`config.mk`:
```
export PLATFORM = sky130hd
export DESIGN_NAME = uart_frame_decoder
export DESIGN_NICKNAME = d
export VERILOG_FILES = /design/src/rtl/uart_pkg.sv /design/src/rtl/uart_frame_buf.sv /design/src/rtl/uart_frame_decoder.sv
export SDC_FILE = /design/constraint.sdc
export NUM_CORES = 1
export LEC_CHECK = 0
export CAP_MARGIN = 20
export CORE_AREA = 2 2 129 131
export DETAILED_ROUTE_END_ITERATION = 8
export DIE_AREA = 0 0 131 133
export GPL_ROUTABILITY_DRIVEN = 1
export PLACE_DENSITY = 0.7
export SYNTH_ARGS = -nofsm -noshare
export SYNTH_HDL_FRONTEND = slang
export SYNTH_SLANG_ARGS = --single-unit
```
`constraint.sdc`:
```
create_clock -name i_Clk -period 3 [get_ports i_Clk]
set_input_delay 0.75 -clock i_Clk [delete_from_list [all_inputs] [get_ports i_Clk]]
set_output_delay 0.75 -clock i_Clk [all_outputs]
set_load 0.01 [all_outputs]
```
`src/rtl/uart_pkg.sv`:
```
// uart_pkg: definitions shared by the UART receive path.
//   frame_state_e : frame decoder state encoding
//   SYNC_BYTE     : default frame start marker
//   CLKS_PER_BIT  : clocks per UART bit, shared with the receiver
//   xor_fold      : running XOR checksum step
package uart_pkg;

  typedef enum logic [2:0] {
    IDLE    = 3'd0,
    LEN     = 3'd1,
    PAYLOAD = 3'd2,
    CHECK   = 3'd3,
    HOLD    = 3'd4
  } frame_state_e;

  localparam logic [7:0] SYNC_BYTE    = 8'hA5;
  localparam int         CLKS_PER_BIT = 217;

  // Fold one byte into the running XOR checksum.
  function automatic logic [7:0] xor_fold(input logic [7:0] acc, input logic [7:0] data);
    return acc ^ data;
  endfunction

endpackage

```
`src/rtl/uart_frame_buf.sv`:
```
// uart_frame_buf: p_DEPTH x 8 payload store with one write port and a
// registered read port. The array itself is not reset; only the read
// register is.
//   i_Clk, i_Rst_n        : clock, async active-low reset
//   i_Wr_En/Idx/Data      : write port
//   i_Rd_Addr, o_Rd_Data  : read address, data one cycle later
module uart_frame_buf #(
  parameter int p_DEPTH = 16
) (
  input  logic                       i_Clk,
  input  logic                       i_Rst_n,
  input  logic                       i_Wr_En,
  input  logic [$clog2(p_DEPTH)-1:0] i_Wr_Idx,
  input  logic [7:0]                 i_Wr_Data,
  input  logic [$clog2(p_DEPTH)-1:0] i_Rd_Addr,
  output logic [7:0]                 o_Rd_Data
);

  logic [7:0] mem_r [p_DEPTH];
  logic [7:0] rd_data_r;

  // Payload storage write.
  always_ff @(posedge i_Clk) begin
    if (i_Wr_En) begin
      mem_r[i_Wr_Idx] <= i_Wr_Data;
    end
  end

  // Registered read port.
  always_ff @(posedge i_Clk or negedge i_Rst_n) begin
    if (!i_Rst_n) begin
      rd_data_r <= 8'h00;
    end else begin
      rd_data_r <= mem_r[i_Rd_Addr];
    end
  end

  assign o_Rd_Data = rd_data_r;

endmodule

```
`src/rtl/uart_frame_decoder.sv`:
```
// uart_frame_decoder: hunts for a sync byte in the receiver's byte stream,
// assembles SYNC/LEN/payload[/CHK] frames into a payload buffer and holds
// each complete frame for the consumer until acknowledged.
// Build option: define FRAME_CHECKSUM_EN to require a trailing CHK byte
// (XOR of LEN and payload); otherwise o_Err_Checksum is tied to 0.
//   i_Clk, i_Rst_n                  : clock, async active-low reset
//   i_Rx_ByteCompleted, i_Rx_Byte   : byte strobe and byte from receiver
//   o_Frame_Valid, o_Frame_Len      : held frame present and its length
//   i_Frame_Ack                     : consumer releases the held frame
//   i_Rd_Addr, o_Rd_Data            : payload read (one cycle latency)
//   o_Err_Len/Checksum/Timeout/Overrun : single-cycle error pulses
// LEN is taken from the low bits of the LEN byte, so p_MAX_LEN <= 128.
module uart_frame_decoder
  import uart_pkg::*;
#(
  parameter int         p_MAX_LEN      = 16,
  parameter logic [7:0] p_SYNC_BYTE    = SYNC_BYTE,
  parameter int         p_TIMEOUT_CLKS = 20 * CLKS_PER_BIT
) (
  input  logic                         i_Clk,
  input  logic                         i_Rst_n,
  input  logic                         i_Rx_ByteCompleted,
  input  logic [7:0]                   i_Rx_Byte,
  output logic                         o_Frame_Valid,
  output logic [$clog2(p_MAX_LEN):0]   o_Frame_Len,
  input  logic                         i_Frame_Ack,
  input  logic [$clog2(p_MAX_LEN)-1:0] i_Rd_Addr,
  output logic [7:0]                   o_Rd_Data,
  output logic                         o_Err_Len,
  output logic                         o_Err_Checksum,
  output logic                         o_Err_Timeout,
  output logic                         o_Err_Overrun
);

  localparam int AW = $clog2(p_MAX_LEN);
  localparam int LW = AW + 1;
  localparam int TW = $clog2(p_TIMEOUT_CLKS);

  frame_state_e state_r, next_state_s;

  logic [LW-1:0] len_r;
  logic [AW-1:0] idx_r;
  logic [TW-1:0] tmo_cnt_r;

  logic strobe_s, in_frame_s, len_ok_s, last_byte_s, timeout_s;
  logic wr_en_s, err_len_s, err_chk_s, err_to_s, err_ovr_s;

  logic          frame_valid_r;
  logic [LW-1:0] frame_len_r;
  logic          err_len_r, err_chk_r, err_to_r, err_ovr_r;

`ifdef FRAME_CHECKSUM_EN
  logic [7:0] xor_r;
  logic       chk_ok_s;
  assign chk_ok_s = (i_Rx_Byte == xor_r);
`endif

  assign strobe_s    = i_Rx_ByteCompleted;
  assign in_frame_s  = (state_r == LEN) || (state_r == PAYLOAD) || (state_r == CHECK);
  assign len_ok_s    = (i_Rx_Byte != 8'h00) && ({1'b0, i_Rx_Byte} <= 9'(p_MAX_LEN));
  assign last_byte_s = ((LW'(idx_r) + LW'(1'b1)) == len_r);
  // A strobe in the same cycle as expiry wins over the timeout.
  assign timeout_s   = in_frame_s && !strobe_s && (tmo_cnt_r == TW'(p_TIMEOUT_CLKS - 1));

  // State register.
  always_ff @(posedge i_Clk or negedge i_Rst_n) begin
    if (!i_Rst_n) begin
      state_r <= IDLE;
    end else begin
      state_r <= next_state_s;
    end
  end

  // Next-state logic.
  always_comb begin
    next_state_s = state_r;
    case (state_r)
      IDLE: begin
        if (strobe_s && (i_Rx_Byte == p_SYNC_BYTE)) next_state_s = LEN;
        else                                        next_state_s = IDLE;
      end
      LEN: begin
        if (strobe_s)       next_state_s = len_ok_s ? PAYLOAD : IDLE;
        else if (timeout_s) next_state_s = IDLE;
        else                next_state_s = LEN;
      end
      PAYLOAD: begin
        if (strobe_s && last_byte_s) begin
`ifdef FRAME_CHECKSUM_EN
          next_state_s = CHECK;
`else
          next_state_s = HOLD;
`endif
        end else if (timeout_s) begin
          next_state_s = IDLE;
        end else begin
          next_state_s = PAYLOAD;
        end
      end
      CHECK: begin
`ifdef FRAME_CHECKSUM_EN
        if (strobe_s)       next_state_s = chk_ok_s ? HOLD : IDLE;
        else if (timeout_s) next_state_s = IDLE;
        else                next_state_s = CHECK;
`else
        next_state_s = IDLE;
`endif
      end
      // Ack releases the frame even when an overrun byte arrives alongside it;
      // that byte is discarded, never taken as SYNC.
      HOLD: begin
        if (i_Frame_Ack) next_state_s = IDLE;
        else             next_state_s = HOLD;
      end
      default: next_state_s = IDLE;
    endcase
  end

  // Per-state write enable and error conditions.
  always_comb begin
    wr_en_s   = 1'b0;
    err_len_s = 1'b0;
    err_chk_s = 1'b0;
    err_to_s  = 1'b0;
    err_ovr_s = 1'b0;
    case (state_r)
      IDLE: begin
        wr_en_s = 1'b0;
      end
      LEN: begin
        err_len_s = strobe_s && !len_ok_s;
        err_to_s  = timeout_s;
      end
      PAYLOAD: begin
        wr_en_s  = strobe_s;
        err_to_s = timeout_s;
      end
      CHECK: begin
`ifdef FRAME_CHECKSUM_EN
        err_chk_s = strobe_s && !chk_ok_s;
        err_to_s  = timeout_s;
`else
        err_chk_s = 1'b0;
`endif
      end
      HOLD: begin
        err_ovr_s = strobe_s;
      end
      default: begin
        wr_en_s = 1'b0;
      end
    endcase
  end

  // Frame length, write index, checksum and inter-byte timeout counter.
  always_ff @(posedge i_Clk or negedge i_Rst_n) begin
    if (!i_Rst_n) begin
      len_r     <= {LW{1'b0}};
      idx_r     <= {AW{1'b0}};
      tmo_cnt_r <= {TW{1'b0}};
`ifdef FRAME_CHECKSUM_EN
      xor_r     <= 8'h00;
`endif
    end else begin
      if ((state_r == LEN) && strobe_s && len_ok_s) begin
        len_r <= i_Rx_Byte[LW-1:0];
        idx_r <= {AW{1'b0}};
`ifdef FRAME_CHECKSUM_EN
        // Cleared XOR folded with LEN is just LEN.
        xor_r <= i_Rx_Byte;
`endif
      end else if (wr_en_s) begin
        idx_r <= idx_r + AW'(1'b1);
`ifdef FRAME_CHECKSUM_EN
        xor_r <= xor_fold(xor_r, i_Rx_Byte);
`endif
      end
      if (!in_frame_s || strobe_s || timeout_s) begin
        tmo_cnt_r <= {TW{1'b0}};
      end else begin
        tmo_cnt_r <= tmo_cnt_r + TW'(1'b1);
      end
    end
  end

  // Registered outputs; error pulses appear the cycle after their cause.
  always_ff @(posedge i_Clk or negedge i_Rst_n) begin
    if (!i_Rst_n) begin
      frame_valid_r <= 1'b0;
      frame_len_r   <= {LW{1'b0}};
      err_len_r     <= 1'b0;
      err_chk_r     <= 1'b0;
      err_to_r      <= 1'b0;
      err_ovr_r     <= 1'b0;
    end else begin
      frame_valid_r <= (next_state_s == HOLD);
      frame_len_r   <= (next_state_s == HOLD) ? len_r : {LW{1'b0}};
      err_len_r     <= err_len_s;
      err_chk_r     <= err_chk_s;
      err_to_r      <= err_to_s;
      err_ovr_r     <= err_ovr_s;
    end
  end

  uart_frame_buf #(
    .p_DEPTH (p_MAX_LEN)
  ) u_buf (
    .i_Clk     (i_Clk),
    .i_Rst_n   (i_Rst_n),
    .i_Wr_En   (wr_en_s),
    .i_Wr_Idx  (idx_r),
    .i_Wr_Data (i_Rx_Byte),
    .i_Rd_Addr (i_Rd_Addr),
    .o_Rd_Data (o_Rd_Data)
  );

  assign o_Frame_Valid  = frame_valid_r;
  assign o_Frame_Len    = frame_len_r;
  assign o_Err_Len      = err_len_r;
  assign o_Err_Checksum = err_chk_r;
  assign o_Err_Timeout  = err_to_r;
  assign o_Err_Overrun  = err_ovr_r;

endmodule

```
Word level (Yosys, flattened, before mapping)
Memories as Yosys holds them, arrays and structs flattened. A register that Yosys moved wholly into a read port is not among the register bits.
Cells that the tools add are included.
{"block": "word_totals", "in_bits": 16, "ram_bits": 128, "regBits": 34, "word_cells": 60, "n_memories": 1}
{"name": "u_buf.mem_r", "words": 16, "word_bits": 8, "rd": 1, "rd_clocked_by_memory_dff": 1, "wr": 1, "line": "uart_frame_buf.sv:19", "text": "logic [7:0] mem_r [p_DEPTH];"}
{"block": "classes", "n_eq_ne": 8, "magnitude_cmp": 1, "n_mux": 18, "n_reduce_logical": 20, "n_addsub": 3}
{"operator": "13-bit by 1-bit adder with 13-bit output (second input constant)", "n": 1}
{"operator": "13-bit equality test (second input constant)", "n": 1}
{"operator": "13-bit 2-to-1 mux", "n": 1}
{"operator": "3-bit case mux with 4 select lines", "n": 1}
{"operator": "8-bit equality test (second input constant)", "n": 1}
{"operator": "8-bit by 5-bit less-or-equal comparator with 1-bit output (second input constant)", "n": 1}
{"operator": "1-bit logical AND", "n": 8}
{"operator": "1-bit 2-to-1 mux", "n": 8}
{"operator": "4-bit 2-to-1 mux", "n": 2}
{"operator": "8-bit nonzero test", "n": 1}
{"operator": "3-bit by 2-bit equality test with 1-bit output (second input constant)", "n": 2}
{"operator": "3-bit equality test (second input constant)", "n": 2}
{"operator": "2-bit 2-to-1 mux", "n": 3}
{"operator": "3-bit 2-to-1 mux", "n": 2}
{"operator": "4-bit by 1-bit adder with 5-bit output (second input constant)", "n": 1}
{"operator": "5-bit equality test", "n": 1}
{"operator": "5-bit 2-to-1 mux", "n": 1}
{"operator": "4-bit by 1-bit adder with 4-bit output (second input constant)", "n": 1}
{"operator": "1-bit zero test", "n": 4}
{"operator": "1-bit logical OR", "n": 4}
{"operator": "3-bit by 1-bit equality test with 1-bit output (second input constant)", "n": 1}
{"operator": "3-bit zero test", "n": 1}
{"operator": "2-bit nonzero test", "n": 1}
{"operator": "2-bit OR reduction", "n": 1}

Depth between registers and ports, before layout
{"block": "logic_depth", "ltp_word": 10, "depth_mapped": 7}

By module
From an unflattened synthesis, not the netlist that was laid out.
{"block": "hier_totals", "cells_unflattened": 378, "hier_area_um2": 6799.0}
{"module": "uart_frame_buf", "cells_each": 229, "n_inst": 1, "area_per_inst_um2": 5187.5, "seq_area_each_um2": 4043.9}
{"module": "uart_frame_decoder", "cells_each": 149, "n_inst": 1, "area_per_inst_um2": 1611.5, "seq_area_each_um2": 850.8}

Least setup slack after synthesis
No wires, ideal clock.
{"block": "synth_path", "path_type": "input-to-reg", "start": "in i_Rx_Byte[1]", "end": "reg len_r[0]", "setup_ns": 0.125, "path_stages": 5, "arrival_ns": 2.329, "setup_slack_ns": 0.547, "path_buffers": 0, "cell_sequence": "nor4_1 > xor2_1 > or4_4 > nor4_4 > mux2_2"}
{"block": "synth_between", "elab_chain_len": 3}
{"element": "start, declared", "line": "uart_frame_decoder.sv:23", "text": "input logic [7:0] i_Rx_Byte,"}
{"element": "8-bit by 5-bit less-or-equal comparator with 1-bit output or 8-bit nonzero test (tied branches)", "line": "uart_frame_decoder.sv:60", "text": "assign len_ok_s = (i_Rx_Byte != 8'h00) && ({1'b0, i_Rx_Byte} <= 9'(p_MAX_LEN));"}
{"element": "1-bit logical AND *", "line": "uart_frame_decoder.sv:60"}
{"element": "1-bit logical AND *", "line": "uart_frame_decoder.sv:165", "text": "if ((state_r == LEN) && strobe_s && len_ok_s) begin"}
{"element": "end signal, assigned", "line": "uart_frame_decoder.sv:158", "text": "len_r <= {LW{1'b0}};"}
{"element": "end signal, assigned", "line": "uart_frame_decoder.sv:166", "text": "len_r <= i_Rx_Byte[LW-1:0];"}
{"element": "end, declared", "line": "uart_frame_decoder.sv:41", "text": "logic [LW-1:0] len_r;"}
Every way passes the cells marked *; elsewhere a longest branch is shown, timed or not.
A chain may end at the register's enable or synchronous reset.

Worst setup path after layout
{"block": "layout_path", "start": "in i_Rx_Byte[0]", "end": "reg len_r[3]"}
Same word-level chain as after synthesis.

==> flow_metrics.env <==
export IMPL_fin_worst_skew_ns=0.0101
export IMPL_synth_flop_cell="edfxtp_1"
export IMPL_dp_cells=634
export IMPL_fin_setup_tns_ns=0
export IMPL_critPathBufInv=2
export IMPL_synthCells=363
export IMPL_avgRoutedWirePerCell_um=20.2
export IMPL_drc=0
export IMPL_syn_to_final_growth_pct=20.6
export IMPL_cts_sinks=170
export IMPL_synth_nets=384
export IMPL_syn_area_um2=6730
export IMPL_finalWorstSetupSlack_ns=0.407
export IMPL_worst_setup_path_start_kind="input port"
export IMPL_ys_types=37
export IMPL_clockPowerShare=0.438
export IMPL_async_flop_share=0.247
export IMPL_dieArea_um2=17400
export IMPL_dpl_hpwl_mm=8.66
export IMPL_path_class="in2reg"
export IMPL_fp_dieH_um=133
export IMPL_final_max_slew_violation_count=0
export IMPL_cts_tree="done"
export IMPL_synth_xor_area_frac=0.0260
export IMPL_synth_most_common_cell="edfxtp_1"
export IMPL_status="finished clean"
export IMPL_ys_warnings_count=0
export IMPL_gp_congestion=0.807
export IMPL_grt_usage=0.165
export IMPL_cpPeakStageDelay_ns=0.50
export IMPL_cts_resized=0
export IMPL_initialDrtViolationCount=293
export IMPL_synth_seq_area_share=0.728
export IMPL_cp_required_ns=3.31
export IMPL_path_clk_slew_ns=0.07
export IMPL_vias=3495
export IMPL_die_x_um=131
export IMPL_hp_class="in2async"
export IMPL_core_area_um2=16200
export IMPL_netlist_area_leader_share=0.571
export IMPL_port_buffers=32
export IMPL_cts_buffers=17
export IMPL_intPower_mw=3.83
export IMPL_syn_area_per_cell_um2=18.5
export IMPL_cp_cell_sequence="clkdlybuf4s50_1 > nor4_1 > xor2_1 > or4_4 > nor4_4 > buf_4 > mux2_2"
export IMPL_maxCapViolCount=0
export IMPL_seqCellArea_um2=4890
export IMPL_tightest_slew_ns=1.00
export IMPL_fin_hold_ws_ns=0.465
export IMPL_grt_pass1_wl_mm=20.9
export IMPL_synth_compound_area_frac=0.00707
export IMPL_synth_seq_cells=170
export IMPL_ir_drop_mv=0.450
export IMPL_fin_util=0.502
export IMPL_p_sw_mw=1.10
export IMPL_fin_cells=666
export IMPL_grt_setup_unrepaired="no"
export IMPL_cts_root_buf="clkbuf_16"
export IMPL_dr_pass1_iters=4
export IMPL_setup_viol=0
export IMPL_row_count=47
export IMPL_finalCritPeriodShare=0.864
export IMPL_multi_input_area_um2=1740
export IMPL_n_antenna_cell=0
export IMPL_synthAdderAreaFrac=0.00930
export IMPL_synth_simple_area_share=0.0712
export IMPL_comb_power_share=0.044
export IMPL_pwr_share_seq=0.518
export IMPL_ant_nets=0
export IMPL_leakagePower_nw=2.85
export IMPL_ctsLongestPathBuffers=2
export IMPL_grt_max_degree=43
export IMPL_fmax_ghz=0.386
export IMPL_end_kind="flop"
export IMPL_pre_cts_slack_ns=0.0407
export IMPL_cp_data_arrival_time_ns=2.91
export IMPL_nFillCells=1311
export IMPL_synth_edff_count=128
export IMPL_switching_share=0.222
export IMPL_post_cts_buffers=0
export IMPL_synth_top_cells_by_count="edfxtp_1 (128), dfrtp_1 (42), mux4_2 (40)"
export IMPL_min_period_ns=2.59
export IMPL_hold_buffers=0
export IMPL_grt_pass1_vias=3632
export IMPL_relSlewSlack=0.332
export IMPL_antenna_found_initial=0
export IMPL_synth_area_mux_share=0.144
export IMPL_finalHoldViolCount=0
export IMPL_viasPerCell=5.25
export IMPL_clock_latency_ns=0.43
export IMPL_yosysTopAreaCell="edfxtp_1"
export IMPL_finalWirelength_mm=13.4
export IMPL_start_util=0.416
export IMPL_path_delay_family="simple AND/OR/NAND/NOR gates"
export IMPL_crit_start="i_Rx_Byte[0]"
export IMPL_timing_rr_start="state_r[0]$_DFF_PN0_"
export IMPL_ys_top_cells_by_area="edfxtp_1 (57%), dfrtp_1 (16%), mux4_2 (13%), nor2_1 (1.9%), xnor2_1 (1.4%)"
export IMPL_grt_overflow_total=0
export IMPL_powerDensity_nw_per_um2=607
export IMPL_ios=34
export IMPL_crit_fanout=8
export IMPL_synth_top_family_by_area="multiplexers"
export IMPL_drive_gt1_frac=0.265
export IMPL_h_tree_depth=4
export IMPL_nets=454
export IMPL_crit_slowest_cell="clkdlybuf4s50_1"
-- cell usage in the layout, fill, tap and decap left out, drive strengths merged --
cell and instances:
o21ai 2, dfrtp 42, nor3 11, nor3b 3, buf 37, ha 5, nand3b 2, edfxtp 128
nand4 5, or4 2, clkdlybuf4s50 30, a31o 1, nand2 10, nor2 34, bufinv 1, a21oi 1
nand2b 4, a31oi 1, clkbuf 17, clkinvlp 1, a211oi 1, inv 15, conb 1, nand3 7
mux2i 1, nor4bb 2, xor2 9, o32a 1, nor4b 1, nor4 2, mux2 5, clkinv 5
xnor2 11, mux4 40, nor2b 6, and3 2
-- cells by family (layout without fill, tap and decap cells) --
| kind of cell | count (synthesis) | in the layout |
|---|---|---|
| multiplexers | 46 | 46 |
| adder cells (fa/ha/maj) | 5 | 5 |
| XOR/XNOR | 20 | 20 |
| AO/OA/AOI/OAI | 7 | 7 |
| buffers and inverters | 23 | 106 |
| flip-flops | 170 | 170 |
| other | 1 | 1 |
| AND/OR/NAND/NOR | 91 | 91 |
-- flip-flops by register name, summed over array words and instances (netlist names) --
| register | cells |
|---|---|
| u_buf.mem_r | 128 |
| tmo_cnt_r | 13 |
| u_buf.o_Rd_Data | 8 |
| len_r | 5 |
| o_Frame_Len | 5 |
| idx_r | 4 |
| state_r | 3 |
| o_Err_Len | 1 |
| o_Err_Overrun | 1 |
| o_Err_Timeout | 1 |
| o_Frame_Valid | 1 |
-- power by group through the flow --
stage | Clock (mW) | Sequential [mW] | Combinational [mW]
5_1_grt | 2.29 | 2.55 | 0.238
4_1_cts | 2.19 | 2.55 | 0.224
6_report | 2.16 | 2.55 | 0.219
2_1_floorplan | 0 | 2.61 | 0.0960
3_5_place_dp | 0 | 2.60 | 0.223
3_3_place_gp | 0 | 2.60 | 0.218
-- stage by stage --
step / total power [mW] / area (µm²)
finish: 4.93 / 8110
global route: 5.08 / 8110
CTS: 4.96 / 8110
detailed placement: 2.82 / 7530
global placement: 2.82 / 7530
floorplan: 2.70 / 6730
-- worst reg2reg max path, cell delays in order, from the launching register on --
cell and delay [ns]:
dfrtp_1 0.44, nand2b_1 0.23, nor3b_2 0.32, nand2_1 0.19, nor3_1 0.22, buf_4 0.24
-- path summary, 6_finish.rpt --
path	to	slack [ns]	depth (start not counted)
hold / removal	u_buf.o_Rd_Data[6]$_DFF_PN0_	0.46	1
setup / recovery	len_r[3]$_DFFE_PN0P_	0.41	7
setup reg to reg	u_buf.mem_r[0][2]$_DFFE_PP_	1.06	5
hold reg to reg	tmo_cnt_r[0]$_DFF_PN0_	0.49	1
max in group asynchronous	tmo_cnt_r[12]$_DFF_PN0_	1.88	1
min in group i_Clk	tmo_cnt_r[0]$_DFF_PN0_	0.49	1
-- cell type report --
class | instances | area share
Clock buffer | 17 | 0.0524
Timing Repair Buffer | 67 | 0.0737
Clock inverter | 15 | 0.0196
Sequential cell | 170 | 0.603
Tap cell | 220 | 0.0339
Multi-Input combinational cell | 170 | 0.214
Inverter | 7 | 0.00324
-- layer usage --
metal  GRT usage  routed length, µm  vias up  part of all wire
met4      0.0437                162        0             0.012
met3      0.0437                651       13             0.049
met2       0.264               6830      120              0.51
met5           0                  0        -                 0
met1       0.225               5780     1817              0.43
li1            -                  -     1545                 -
Power figures use the tool's default switching activity.
==> variant 1 (config.mk and constraints unchanged) <==
Re-encode `frame_state_e` (5 states) as one-hot, 5 bits wide.
--- a/src/rtl/uart_pkg.sv
+++ b/src/rtl/uart_pkg.sv
@@ -5,12 +5,12 @@
 //   xor_fold      : running XOR checksum step
 package uart_pkg;
 
-  typedef enum logic [2:0] {
-    IDLE    = 3'd0,
-    LEN     = 3'd1,
-    PAYLOAD = 3'd2,
-    CHECK   = 3'd3,
-    HOLD    = 3'd4
+  typedef enum logic [4:0] {
+    IDLE    = 5'b00001,
+    LEN     = 5'b00010,
+    PAYLOAD = 5'b00100,
+    CHECK   = 5'b01000,
+    HOLD    = 5'b10000
   } frame_state_e;
 
   localparam logic [7:0] SYNC_BYTE    = 8'hA5;
Behaviour: no difference found for any inputs over 4 cycles, from zero or initial values and one cycle with i_Rst_n low; so few cycles prove little.
==> variant 1 against the unedited design <==
Final area grew 0.54%. Combinational power about the same. Sequential cell count grew 1. Synthesized area rose by 1.2%. Clock skew fell by 0.0019 ns. Power rose by 0.77%. Routed wire length down 1.2%. Sequential share of layout area about the same. Setup slack improved by 0.020 ns. Via count barely moved. Global-route usage is 0.10 points lower. Critical path type unchanged.
==> variant 1: results (changes against the unedited design) <==
Final layout
  – Multi-input gate count: 181 (was 170)
  – Clock buf/inv share: 7.393% (was 7.201%)
  – Area growth, synth to finish: 19.85% (was 20.63%)
  – CLK BUF: 18 (was 17)
  – Non-clock buffers: 60 (was 67)
  – Nets@finish: 458 (was 454)
  – FF+latch area: 4921 um2 (was 4895 um2)
  – Share of cells above drive strength 1: 24.89% (was 26.46%)
  – Fillcell total: 1289 (was 1311)
  – Multi-input gate area: 1790 um2 (was 1735 um2)

Status
  – Outcome: finished clean (unchanged)

Route
  – Total number of vias: 3492 (was 3495)
  – Final wirelength: 13.26 mm (was 13.42 mm)
  – Wire per inst: 19.80 um (was 20.15 um)
  – 1st-iter DRT viols: 290 (was 293)

Setup path
  – Reg2reg start: state_r[1]$_DFF_PN0_ (was state_r[0]$_DFF_PN0_)
  – Setup crit start: i_Rx_Byte[1] (was i_Rx_Byte[0])
  – Worst-path maximum fanout: 3 (was 8)
  – Reg2reg setup slack: 0.80 ns (was 1.06 ns)

Pwr
  – LEAKAGE: 0.002891 uW (was 0.002845 uW)
  – Sw frac: 20.73% (was 22.24%)

Global routing
  – Total GRT Usage: 16.39% (was 16.50%)
  – Vias in the first global route: 3659 (was 3632)
  – Pin count of the biggest net entering global routing: 39 (was 43)

Synthesis
  – Sequential area share after synthesis: 72.30% (was 72.77%)
  – XOR/XNOR share of the synthesized area: 2.702% (was 2.604%)
  – Synth Area in Adders: 0.9191% (was 0.9301%)
  – Mux cell area share after synthesis: 14.06% (was 14.38%)
  – Avg Inst Size Synth: 18.30 um2 (was 18.53 um2)
  – Unique masters post-synth: 39 (was 37)
  – Synthesized net count: 393 (was 384)
  – Most common library cells after synthesis: 128 x edfxtp_1, 42 x dfrtp_1, 40 x mux4_2, 36 x nor2_1, 13 x nand2_1 (was 128 x edfxtp_1, 42 x dfrtp_1, 40 x mux4_2, 34 x nor2_1)
  – Compound-Gate Fraction of Synth Area: 0.9743% (was 0.7068%)

Place
  – Dpl cell area: 7555 um2 (was 7530 um2)
  – DP Cell Count: 638 (was 634)

Clock network
  – CTS sink cnt: 171 (was 170)

Timing
  – Clk_skew: 0.008252 ns (was 0.01012 ns)
  – Worst-margin pin slew: 0.6120 ns (was 1.002 ns)
  – Hold_ws: 0.1442 ns (was 0.4649 ns)
-- variant 1: cell count changes in the layout (fill, tap and decap cells not counted), sizes merged, moves of 3 or more --
cell	before	now
a21oi	1	4
and3	2	7
buf	37	30
inv	15	9
nand2	10	13
nand4	5	1
nor2	34	37
nor2b	6	10
nor3	11	5
xor2	9	12
-- variant 1: layer usage --
metal | global-route usage [%] | part of all wire, % | up-vias
li1 | - | - | 1571
met1 | 21.76 | 42 | 1797
met2 | 26.63 | 50 | 113
met3 | 4.488 | 6.9 | 11
met4 | 4.728 | 1.1 | 0
met5 | 0 | 0 | -
-- variant 1: power by group through the flow --
| stage | clock (uW) | sequential (uW) | combinational (uW) |
|---|---|---|---|
| 5_1_grt | 2320 | 2570 | 236 |
| 3_5_place_dp | 0 | 2620 | 224 |
| 6_report | 2180 | 2570 | 219 |
| 2_1_floorplan | 0 | 2620 | 97.2 |
| 4_1_cts | 2210 | 2570 | 225 |
| 3_3_place_gp | 0 | 2620 | 218 |
-- variant 1: cell families (layout without fill, tap and decap cells) --
logic type | count (synthesis) | count (layout)
flops | 171 | 171
simple gates | 99 | 99
mux | 45 | 45
xor+xnor | 21 | 21
buf+inv | 20 | 98
compound gates | 10 | 10
fa+ha+maj | 5 | 5
other cells | 1 | 1
-- variant 1: metrics by stage --
step / total power [uW] / setup slack, ns
after floorplan: 2720 / 0.6768
final: 4965 / 0.4267
after global placement: 2835 / -0.02302
after detailed placement: 2842 / -0.02263
after global routing: 5130 / 0.3806
after CTS: 5006 / 0.4186
-- variant 1: worst register-to-register path: cells and delay by family (launching register included) --
kind	cells	cell delay, ns
buf+inv	1	0.22
simple gates	4	1.25
flops	1	0.45
==> variant 2 (same settings) <==
Without the edit above. Set the package constant `CLKS_PER_BIT` to 434 (it was 217).
--- a/src/rtl/uart_pkg.sv
+++ b/src/rtl/uart_pkg.sv
@@ -14,7 +14,7 @@
   } frame_state_e;
 
   localparam logic [7:0] SYNC_BYTE    = 8'hA5;
-  localparam int         CLKS_PER_BIT = 217;
+  localparam int         CLKS_PER_BIT = 434;
 
   // Fold one byte into the running XOR checksum.
   function automatic logic [7:0] xor_fold(input logic [7:0] acc, input logic [7:0] data);
Function: no difference found for any inputs over 4 cycles, from zero or initial values and one cycle with i_Rst_n low; that may be too few to reach the edited logic, so the function may still have changed.
==> variant 2 against the unedited design <==
Largest cell class unchanged. Final area is 0.25% higher. Highest routed layer unchanged. Utilization grew 0.12 points. First-iteration DRC count rose by 7.2%. Routed wire length is 2.6% lower. Power decreased by 0.60%. Sequential cell count grew 1. Synthesized area rose by 0.30%. Setup slack gained 0.023 ns.
==> variant 2: results (changes against the unedited design) <==
Route
  – Average vias per placed instance: 5.204 (was 5.248)
  – 1st-iter DRT viols: 314 (was 293)
  – Final wirelength: 13.07 mm (was 13.42 mm)

Global routing
  – Pin count of the biggest net entering global routing: 44 (was 43)
  – First-pass GRT wire length: 20.26 mm (was 20.87 mm)
  – Total GRT Usage: 16.12% (was 16.50%)
  – Vias in the first global route: 3603 (was 3632)
  – GR Layer Usage met3: 3.963% (was 4.367%)
  – Grt met2 use: 25.22% (was 26.42%)

Place
  – Dpl cell area: 7540 um2 (was 7530 um2)
  – DP Wirelength: 8.484 mm (was 8.662 mm)
  – Routability cong.: 0.7610 (was 0.8066)
  – DP Cell Count: 633 (was 634)

Setup path
  – CP peak stage delay: 0.52 ns (was 0.50 ns)
  – FF-to-FF path depth: 6 (was 5)
  – Reg2Reg Capture Point: state_r[0]$_DFF_PN0_ (was u_buf.mem_r[0][2]$_DFFE_PP_)
  – Reg2reg start: tmo_cnt_r[0]$_DFF_PN0_ (was state_r[0]$_DFF_PN0_)
  – End of the critical path: len_r[2]$_DFFE_PN0P_ (was len_r[3]$_DFFE_PN0P_)
  – Crit path arrival time: 2.88 ns (was 2.91 ns)
  – Setup crit start: i_Rx_Byte[2] (was i_Rx_Byte[0])

Pwr
  – LEAKAGE: 0.002871 uW (was 0.002845 uW)
  – Worst IR Drop VDD: 0.4229 mV (was 0.4496 mV)

Synthesis
  – Compound-Gate Fraction of Synth Area: 0.8717% (was 0.7068%)
  – Sequential area share after synthesis: 72.92% (was 72.77%)
  – XOR/XNOR share of the synthesized area: 2.596% (was 2.604%)
  – Most common library cells after synthesis: 128 x edfxtp_1, 43 x dfrtp_1, 40 x mux4_2, 32 x nor2_1, 16 x xor2_1 (was 128 x edfxtp_1, 42 x dfrtp_1, 40 x mux4_2, 34 x nor2_1)
  – Synthesized net count: 383 (was 384)
  – Main area contributors after synthesis: edfxtp_1 57%, dfrtp_1 16%, mux4_2 13% (unchanged)
  – Mux cell area share after synthesis: 14.34% (was 14.38%)
  – Async SR Flop Fraction: 25.15% (was 24.71%)
  – Avg Inst Size Synth: 18.64 um2 (was 18.53 um2)

Final layout
  – Share of cells above drive strength 1: 25.56% (was 26.46%)

Status
  – Outcome: finished clean (unchanged)

Timing
  – Worst-margin pin slew: 0.4953 ns (was 1.002 ns)
  – Clk_skew: 0.007725 ns (was 0.01012 ns)
-- variant 2: cell types whose count changed after synthesis, moves of 2 or more --
cell / before / now
and3_1: 2 / 4
clkbuf_1: 7 / 5
inv_1: 7 / 5
nand2_1: 10 / 13
nand3_1: 7 / 5
nor2_1: 34 / 32
nor3_1: 11 / 8
nor4_1: 1 / 3
or3_1: 0 / 2
xnor2_1: 11 / 4
xor2_1: 9 / 16
-- variant 2: where the power goes --
group	leakage, uW	total (uW)	internal [uW]	switching (uW)
clock	0.000277	2110	1190	922
combinational	0.000866	226	112	114
sequential	0.00173	2570	2560	7.64
total	0.00287	4900	3850	1040
-- variant 2: worst min path at each step --
stage,slack (ns),endpoint,startpoint
after CTS,0.51,o_Frame_Valid$_DFF_PN0_,i_Rst_n
after detailed placement,0.52,tmo_cnt_r[0]$_DFF_PN0_,tmo_cnt_r[0]$_DFF_PN0_
after global routing,0.22,o_Frame_Valid$_DFF_PN0_,i_Rst_n
after floorplan,0.45,idx_r[0]$_DFFE_PN0P_,i_Rst_n
after global placement,0.49,tmo_cnt_r[0]$_DFF_PN0_,tmo_cnt_r[0]$_DFF_PN0_
final,0.21,o_Frame_Valid$_DFF_PN0_,i_Rst_n
-- variant 2: cells by family (layout without fill, tap and decap cells) --
group | count (synthesis) | in the layout
compound gates | 9 | 9
xor+xnor | 20 | 20
fa+ha+maj | 5 | 5
buf+inv | 18 | 102
flops | 171 | 171
mux | 46 | 46
other cells | 1 | 1
simple gates | 92 | 92
-- variant 2: routing by layer --
metal	vias to the layer above	share of wire, %
li1	1558	-
met1	1810	44
met2	82	50
met3	16	4.5
met4	0	1.3
met5	-	0
-- variant 2: layout make-up --
type                       count  area, um2
timing repair buffer          65      595.6
clock buffer                  19      442.9
fill                        1293       8038
tap                          220      275.3
clock inverter                13      131.4
multi-input combinational    173       1750
inverter                       5      18.77
sequential                   171       4920
-- variant 2: through the flow --
step / setup slack, ns / hold WS, ns / total power (uW)
2_1_floorplan: 0.5466 / 0.4544 / 2717
3_3_place_gp: -0.02071 / 0.4883 / 2836
3_5_place_dp: -0.01313 / 0.5185 / 2840
4_1_cts: 0.4223 / 0.5131 / 4934
5_1_grt: 0.3036 / 0.2169 / 5047
6_report: 0.4297 / 0.2145 / 4898
-- variant 2: worst reg2reg max path: cells and delay by family, from the launching register on --
kind	cells	cell delay [ns]
AO/OA/AOI/OAI	1	0.23
AND/OR/NAND/NOR	4	0.95
adder cells (fa/ha/maj)	1	0.23
flip-flops	1	0.41
